[src/rtl/gps_ca_tx_if.sv]
// gps_ca_tx_if: navigation-bit valid/ready handshake into the C/A generator.
interface gps_ca_tx_if;
  logic bit_data;
  logic bit_valid;
  logic bit_ready;
  modport master(output bit_data, bit_valid, input bit_ready);
  modport slave(input bit_data, bit_valid, output bit_ready);
endinterface

[src/rtl/gps_ca_tx.sv]
// gps_ca_tx: GPS L1 C/A Gold-code BPSK baseband generator with NCO chip timing.
// Define GPS_TX_CARRIER_EN to add a square-wave carrier IF (carr_fcw input).
module gps_ca_tx #(
  parameter int ACC_W = 32,
  parameter int G2_TAP_A = 2,
  parameter int G2_TAP_B = 6,
  parameter int CODES_PER_BIT = 20
) (
  input  logic clk,
  input  logic rst,
  input  logic en,
  input  logic [ACC_W-1:0] chip_fcw,
`ifdef GPS_TX_CARRIER_EN
  input  logic [ACC_W-1:0] carr_fcw,
`endif
  gps_ca_tx_if.slave bit_if,
  output logic tx_out,
  output logic chip_strobe,
  output logic [9:0] chip_index,
  output logic epoch,
  output logic bit_epoch,
  output logic underrun
);
  localparam int CW = $clog2(CODES_PER_BIT + 1);
  localparam logic [CW-1:0] LAST_CODE = CW'(CODES_PER_BIT - 1);
  typedef enum logic [1:0] {IDLE, WAIT_BIT, RUN} state_t;
  state_t state, state_n;
  logic [ACC_W-1:0] acc, acc_n;
  logic carry;
  logic [9:0] g1, g2, g1_n, g2_n, idx_n;
  logic [CW-1:0] cnt, cnt_n;
  logic cur_bit, cur_n, next_bit, nb_n, next_full, nf_n;
  logic und_n, strobe_n, epoch_n, bep_n, tx_n, carr_msb_n;
  function automatic logic chip(input logic [9:0] a, input logic [9:0] b);
    return a[9] ^ b[G2_TAP_A-1] ^ b[G2_TAP_B-1];
  endfunction
  assign bit_if.bit_ready = (state == WAIT_BIT) || (state == RUN && !next_full);
`ifdef GPS_TX_CARRIER_EN
  logic [ACC_W-1:0] carr, carr_n;
  assign carr_n = (en && state == RUN) ? carr + carr_fcw : '0;
  assign carr_msb_n = carr_n[ACC_W-1];
  always_ff @(posedge clk or posedge rst)
    if (rst) carr <= '0;
    else carr <= carr_n;
`else
  assign carr_msb_n = 1'b0;
`endif
  always_comb begin
    state_n = state;
    acc_n = acc;
    g1_n = g1;
    g2_n = g2;
    idx_n = chip_index;
    cnt_n = cnt;
    cur_n = cur_bit;
    nb_n = next_bit;
    nf_n = next_full;
    und_n = underrun;
    strobe_n = 1'b0;
    epoch_n = 1'b0;
    bep_n = 1'b0;
    carry = 1'b0;
    case (state)
      IDLE: state_n = WAIT_BIT;
      WAIT_BIT:
        if (bit_if.bit_valid) begin
          cur_n = bit_if.bit_data;
          state_n = RUN;
        end
      RUN: begin
        {carry, acc_n} = {1'b0, acc} + {1'b0, chip_fcw};
        if (bit_if.bit_valid && !next_full) begin
          nb_n = bit_if.bit_data;
          nf_n = 1'b1;
        end
        if (carry) begin
          strobe_n = 1'b1;
          // Reload at wrap keeps the LFSRs aligned to chip 0 even if a fault ever desyncs them.
          if (chip_index == 10'd1022) begin
            idx_n = '0;
            g1_n = '1;
            g2_n = '1;
            epoch_n = 1'b1;
            cnt_n = (cnt == LAST_CODE) ? '0 : cnt + 1'b1;
            if (cnt == LAST_CODE) begin
              bep_n = 1'b1;
              cur_n = next_full & next_bit;
              und_n = underrun | !next_full;
              if (next_full) nf_n = 1'b0;
            end
          end else begin
            idx_n = chip_index + 10'd1;
            g1_n = {g1[8:0], g1[2] ^ g1[9]};
            g2_n = {g2[8:0], g2[1] ^ g2[2] ^ g2[5] ^ g2[7] ^ g2[8] ^ g2[9]};
          end
        end
      end
      default: state_n = IDLE;
    endcase
    if (!en) begin
      state_n = IDLE;
      acc_n = '0;
      g1_n = '1;
      g2_n = '1;
      idx_n = '0;
      cnt_n = '0;
      cur_n = 1'b0;
      nb_n = 1'b0;
      nf_n = 1'b0;
      und_n = 1'b0;
      strobe_n = 1'b0;
      epoch_n = 1'b0;
      bep_n = 1'b0;
    end
    // Output register is loaded from next-state values so it lines up with chip_index.
    tx_n = (state_n == RUN) && (chip(g1_n, g2_n) ^ cur_n ^ carr_msb_n);
  end
  always_ff @(posedge clk or posedge rst)
    if (rst) begin
      state <= IDLE;
      acc <= '0;
      g1 <= '1;
      g2 <= '1;
      chip_index <= '0;
      cnt <= '0;
      cur_bit <= 1'b0;
      next_bit <= 1'b0;
      next_full <= 1'b0;
      underrun <= 1'b0;
      chip_strobe <= 1'b0;
      epoch <= 1'b0;
      bit_epoch <= 1'b0;
      tx_out <= 1'b0;
    end else begin
      state <= state_n;
      acc <= acc_n;
      g1 <= g1_n;
      g2 <= g2_n;
      chip_index <= idx_n;
      cnt <= cnt_n;
      cur_bit <= cur_n;
      next_bit <= nb_n;
      next_full <= nf_n;
      underrun <= und_n;
      chip_strobe <= strobe_n;
      epoch <= epoch_n;
      bit_epoch <= bep_n;
      tx_out <= tx_n;
    end
endmodule

[src/flat_wrapper.sv]
// flat-port wrapper written by rule: the top's interface ports become plain ports
module gps_ca_tx_flat 
#(
  parameter int ACC_W = 32,
  parameter int G2_TAP_A = 2,
  parameter int G2_TAP_B = 6,
  parameter int CODES_PER_BIT = 20
)
  (clk, rst, en, chip_fcw, tx_out, chip_strobe, chip_index, epoch, bit_epoch, underrun, bit_if_bit_data, bit_if_bit_valid, bit_if_bit_ready);
  gps_ca_tx_if bit_if_i ();
  input  logic clk;
  input  logic rst;
  input  logic en;
  input  logic [ACC_W-1:0] chip_fcw;
  output logic tx_out;
  output logic chip_strobe;
  output logic [9:0] chip_index;
  output logic epoch;
  output logic bit_epoch;
  output logic underrun;
  input wire logic [$bits(bit_if_i.bit_data)-1:0] bit_if_bit_data;
  input wire logic [$bits(bit_if_i.bit_valid)-1:0] bit_if_bit_valid;
  output wire logic [$bits(bit_if_i.bit_ready)-1:0] bit_if_bit_ready;
  assign bit_if_i.bit_data = bit_if_bit_data;
  assign bit_if_i.bit_valid = bit_if_bit_valid;
  assign bit_if_bit_ready = bit_if_i.bit_ready;
  gps_ca_tx #(.ACC_W(ACC_W), .G2_TAP_A(G2_TAP_A), .G2_TAP_B(G2_TAP_B), .CODES_PER_BIT(CODES_PER_BIT)) u_core (.clk(clk), .rst(rst), .en(en), .chip_fcw(chip_fcw), .bit_if(bit_if_i), .tx_out(tx_out), .chip_strobe(chip_strobe), .chip_index(chip_index), .epoch(epoch), .bit_epoch(bit_epoch), .underrun(underrun));
endmodule
[config.mk]
export PLATFORM = sky130hd
export DESIGN_NAME = gps_ca_tx_flat
export DESIGN_NICKNAME = d
export VERILOG_FILES = /design/src/rtl/gps_ca_tx_if.sv /design/src/rtl/gps_ca_tx.sv /design/src/flat_wrapper.sv
export SDC_FILE = /design/constraint.sdc
export NUM_CORES = 1
export LEC_CHECK = 0
export CORE_ASPECT_RATIO = 1.1
export CORE_UTILIZATION = 55
export DETAILED_ROUTE_END_ITERATION = 6
export GPL_ROUTABILITY_DRIVEN = 0
export PLACE_DENSITY = 0.88
export SYNTH_ARGS = -nofsm -noshare
export SYNTH_HDL_FRONTEND = slang
export SYNTH_SLANG_ARGS = --single-unit
[constraint.sdc]
create_clock -name clk -period 3.6 [get_ports clk]
set_input_delay 0.72 -clock clk [delete_from_list [all_inputs] [get_ports clk]]
set_output_delay 0.72 -clock clk [all_outputs]
set_load 0.05 [all_outputs]
==> impl.org, run 1 <==
** Outcome
- Outcome :: complete, no violations

** Logic synthesis
- Number of synthesized register bits :: 77
- Number of enable flip-flop cells after synthesis :: 0
- The most used flip-flop cell after synthesis is dfrtp_1.
- Number of library cell types mapped by synthesis :: 65
- During synthesis, Yosys emitted a total of 0 warnings.
- The share of the Yosys chip area taken by registers is between 30% and 40%.
- Synthesized Nets :: between 600 and 700
- Share of synthesized flip-flops with an asynchronous set or reset :: 100%
- Synthesized area divided by synthesized cell count :: slightly above 9 um2
- In this run the cell area of the synthesized design comes to about 5100 um2.
- Gate Count Post-Synth :: approximately 550

** Layout
- The post-route netlist has 15.2% of its cells at a drive strength greater than 1.
- Final #Nets :: slightly above 700
- The count of cells in the finished layout, fillers not included, comes to ~760.
- Signed area change from the synthesized netlist to the final layout :: 22.1%
- N_diodes :: 0

** Placed design
- Port Buffers :: 52
- After detailed placement, the design holds a cell count of around 740.
- Placed wire-length estimate after detailed placement :: approximately 8900 um

** Timing
- Hold is met by approximately 0.49 ns.
- Final setup vio count :: 0
- The count of endpoints failing hold in the final timing report came to 0.
- The number of slew-limit violations in the final report came to 0.
- In this run the tightest slew margin relative to its limit is between 50% and 60%.
- The worst path needs between 3 and 4 ns of the cycle, external delays included.
- Worst-Margin Slew :: around 0.71 ns
- Accumulated negative setup slack :: 0 ns
- Across the routed clock network, the largest skew measured is ~0.013 ns.
- The worst path uses between 90% and 100% of the clock period.
- Peak clock frequency supported by timing :: approximately 290 MHz

** Setup path
- Sort of element at the end of the critical path :: register
- Category of the critical setup timing path :: primary input to register
- Worst endpoint required time :: around 3.8 ns
- Walking the worst path, the cells encountered are clkdlybuf4s50_1, ha_1, inv_1, fa_1, nor2b_2, o2111ai_1, a31oi_2, a2bb2oi_1, buf_4, a21oi_2, a211oi_1, a21oi_2, xor2_1, mux2_1.
- STA classifies the critical path startpoint as a primary input.
- Worst r2r path cells :: 13
- Slowest library cell on the worst path :: clkdlybuf4s50_1
- CP arrival :: about 3.7 ns
- Among the stages of the critical path, the cell type that occurs most often is a21oi_2.
- Critical path buffer and inverter count :: 3
- Along the worst path, the maximum fanout reaches 4.
- Maximum single-stage delay on the critical path :: about 0.46 ns
- Worst path depth :: 14
- Among cell families on the critical path, the largest total delay comes from compound AO/OA/AOI/OAI gates.

** Clock network
- Clk sinks :: just under 80
- Num CTS Buffers :: 9
- Clock latency reported for the late side of the worst-skew pair :: approximately 0.36 ns
- Hold Buf Count CTS :: 0
- Root cell of the clock tree :: clkbuf_8
- Clk buf depth :: 2
- Clock-pin slew on the worst setup and hold paths :: 0.09 ns
- TritonCTS clock tree :: yes
- Number of setup buffers added after CTS :: 0
- Maximum level of the CTS H-tree :: 3

** GRT
- The first global-routing pass estimated between 15000 and 20000 um of wire.
- The via count of the first global-routing pass is 4538.
- Entering global routing, the biggest net connects just over 60 pins.
- For this run the aggregate overflow at the end of global routing stands at 0.
- Global routing used around a quarter of the available tracks.
- The initial antenna violation count is 0.

** Drt
- Summed over all layers, the routed wires come to 12100 um.
- In this run the remaining antenna-violating nets after routing total 0.
- In the final routed layout, each cell accounts on average for ~16 um.
- First DRT Iteration DRCs :: 281
- Using the TritonRoute via totals, the vias-per-cell ratio works out to around 6.0.
- Vias post-DR :: roughly 4.5k
- The first detailed-routing pass took 4 iterations.
- For this run, design rule violations remaining after detail routing come to 0.

** Floorplan
- Row generation in the floorplan step produced 36 rows.
- Chip Width :: roughly 94 um
- The die covers 9600 um2.
- Vert. Die Dim :: 103 um
- The initial utilization of the core area, before any placement, comes to 56.8%.
- The floorplan step defined a core boundary enclosing just under 9000 um2.
- In this run the count of I/O pins placed on the die edge is 53.

** Power
- Cell Pwr Density :: 318 nW/um2
- Worst vdd ir :: ~0.00021 V
- Cell leakage power :: around 2.8 nW

** Hold path
- Along the worst hold path, the cell count comes to 2.
- Type of the worst min-delay path :: register to register

** Flow run
- The tool flagged a number of max-cap violations equal to 0.
-- Yosys cell counts, types with 7 or more instances --
| cell | instances | area share, % |
|---|---|---|
| dfrtp_1 | 57 | 28 |
| nor2_1 | 56 | 4.1 |
| a21oi_1 | 44 | 4.3 |
| nand2_1 | 44 | 3.3 |
| ha_1 | 39 | 9.6 |
| o21ai_0 | 31 | 3.1 |
| inv_1 | 22 | 1.6 |
| xnor2_1 | 22 | 3.8 |
| dfstp_2 | 20 | 10 |
| nand3_1 | 19 | 1.9 |
| a21o_1 | 18 | 2.7 |
| o22a_1 | 17 | 2.9 |
| nor3_1 | 16 | 1.6 |
| mux2i_1 | 15 | 3.0 |
| clkbuf_1 | 10 | 0.74 |
| xor2_1 | 10 | 1.7 |
| o31ai_1 | 8 | 1.2 |
| o21bai_1 | 7 | 1.0 |
-- sequential cells by signal, summed over array words and instances, names as in the netlist, 2 cells and up --
| name | cells |
|---|---|
| u_core.chip_index | 10 |
| u_core.g1 | 10 |
| u_core.acc | 32 |
| u_core.state | 2 |
| u_core.g2 | 10 |
| u_core.cnt | 5 |
-- layout make-up --
class                      instances  area [um2]
clock buffer                      12         145
tap                              114         143
timing repair buffer              96         873
inverter                          22        82.6
sequential                        77        1950
fill                             670        2730
multi-input combinational        432        2970
clock inverter                     4        23.8
-- stage by stage --
stage	total power [mW]	utilization, %	worst slack (ns)	area (um2)
floorplan	1.22	-	0.285	5070
detailed placement	1.38	67.4	-0.329	6010
finish	1.97	69.4	0.113	6190
global placement	1.36	67.4	-0.171	6010
CTS	1.97	69.3	0.0347	6180
global route	2.06	69.4	-0.0213	6190
-- tightest hold or removal path: cells and delay by family (launching register included) --
family | cells | cell delay, ns
AOI/OAI and AO/OA | 1 | 0.06
DFF | 1 | 0.36
and+or+nand+nor | 1 | 0.05
-- kinds of logic after synthesis --
family / synth area share, %
AOI/OAI and AO/OA: 22.3
xor gates and xnor gates: 5.53
adders and majority gates: 10.0
buffers and inverters: 3.13
DFF: 38.5
muxes: 3.41
and+or+nand+nor: 17.1
-- where the power goes --
part | switching, mW | leakage (nW) | total [mW] | internal, mW
Combinational | 0.248 | 1.69 | 0.452 | 0.204
Clock | 0.325 | 0.0905 | 0.594 | 0.269
Sequential | 0.0242 | 0.995 | 0.920 | 0.896
-- cell usage in the layout, fill, tap and decap left out, types with 4 or more instances in the layout --
cell / n
nand4_1: 6
a21o_1: 18
o22a_1: 17
nand3_1: 19
clkbuf_8: 10
nor3_1: 16
o31ai_1: 8
nand2_1: 44
nor2_1: 56
dfstp_2: 20
clkdlybuf4s50_1: 51
buf_4: 43
ha_1: 39
a211oi_1: 4
o21a_1: 6
nor2b_1: 5
xor2_1: 10
o21ai_0: 31
a21oi_1: 44
dfrtp_1: 57
and2_1: 4
and4_1: 5
mux2i_1: 15
o21bai_1: 7
nand2b_1: 6
inv_1: 21
xnor2_1: 22
-- final timing paths --
kind	from	to	slack, ns
min reg2reg	u_core.acc[18]$_DFFE_PP0N_	u_core.acc[18]$_DFFE_PP0N_	0.49
max in group asynchronous	rst	u_core.g1[1]$_DFFE_PP1P_	2.24
max	chip_fcw[0]	u_core.tx_out$_DFF_PP0_	0.11
min	u_core.acc[18]$_DFFE_PP0N_	u_core.acc[18]$_DFFE_PP0N_	0.49
min in group asynchronous	rst	u_core.acc[14]$_DFFE_PP0N_	0.67
max reg2reg	u_core.acc[0]$_DFFE_PP0N_	u_core.tx_out$_DFF_PP0_	0.58
-- what timing repair did --
item,in CTS,in global routing
endpoints found under the setup margin,0,2
hold endpoints to repair,0,0
resized for setup,0,2
-- metal layers --
layer  global-route usage (%)  up-vias  part of all wire, %
li1                         -     2164                    -
met1                     31.8     2183                   42
met2                     45.9      136                   51
met3                     4.50       35                  4.6
met4                     13.3        0                  2.5
met5                        0        -                    0
Power figures use the tool's default switching activity.
==> run 2: changes to the inputs <==
Settings changed: CORE_MARGIN set to 1.
==> results of run 2 <==
The final DEF is identical to that of run 1; final timing and power are the same.
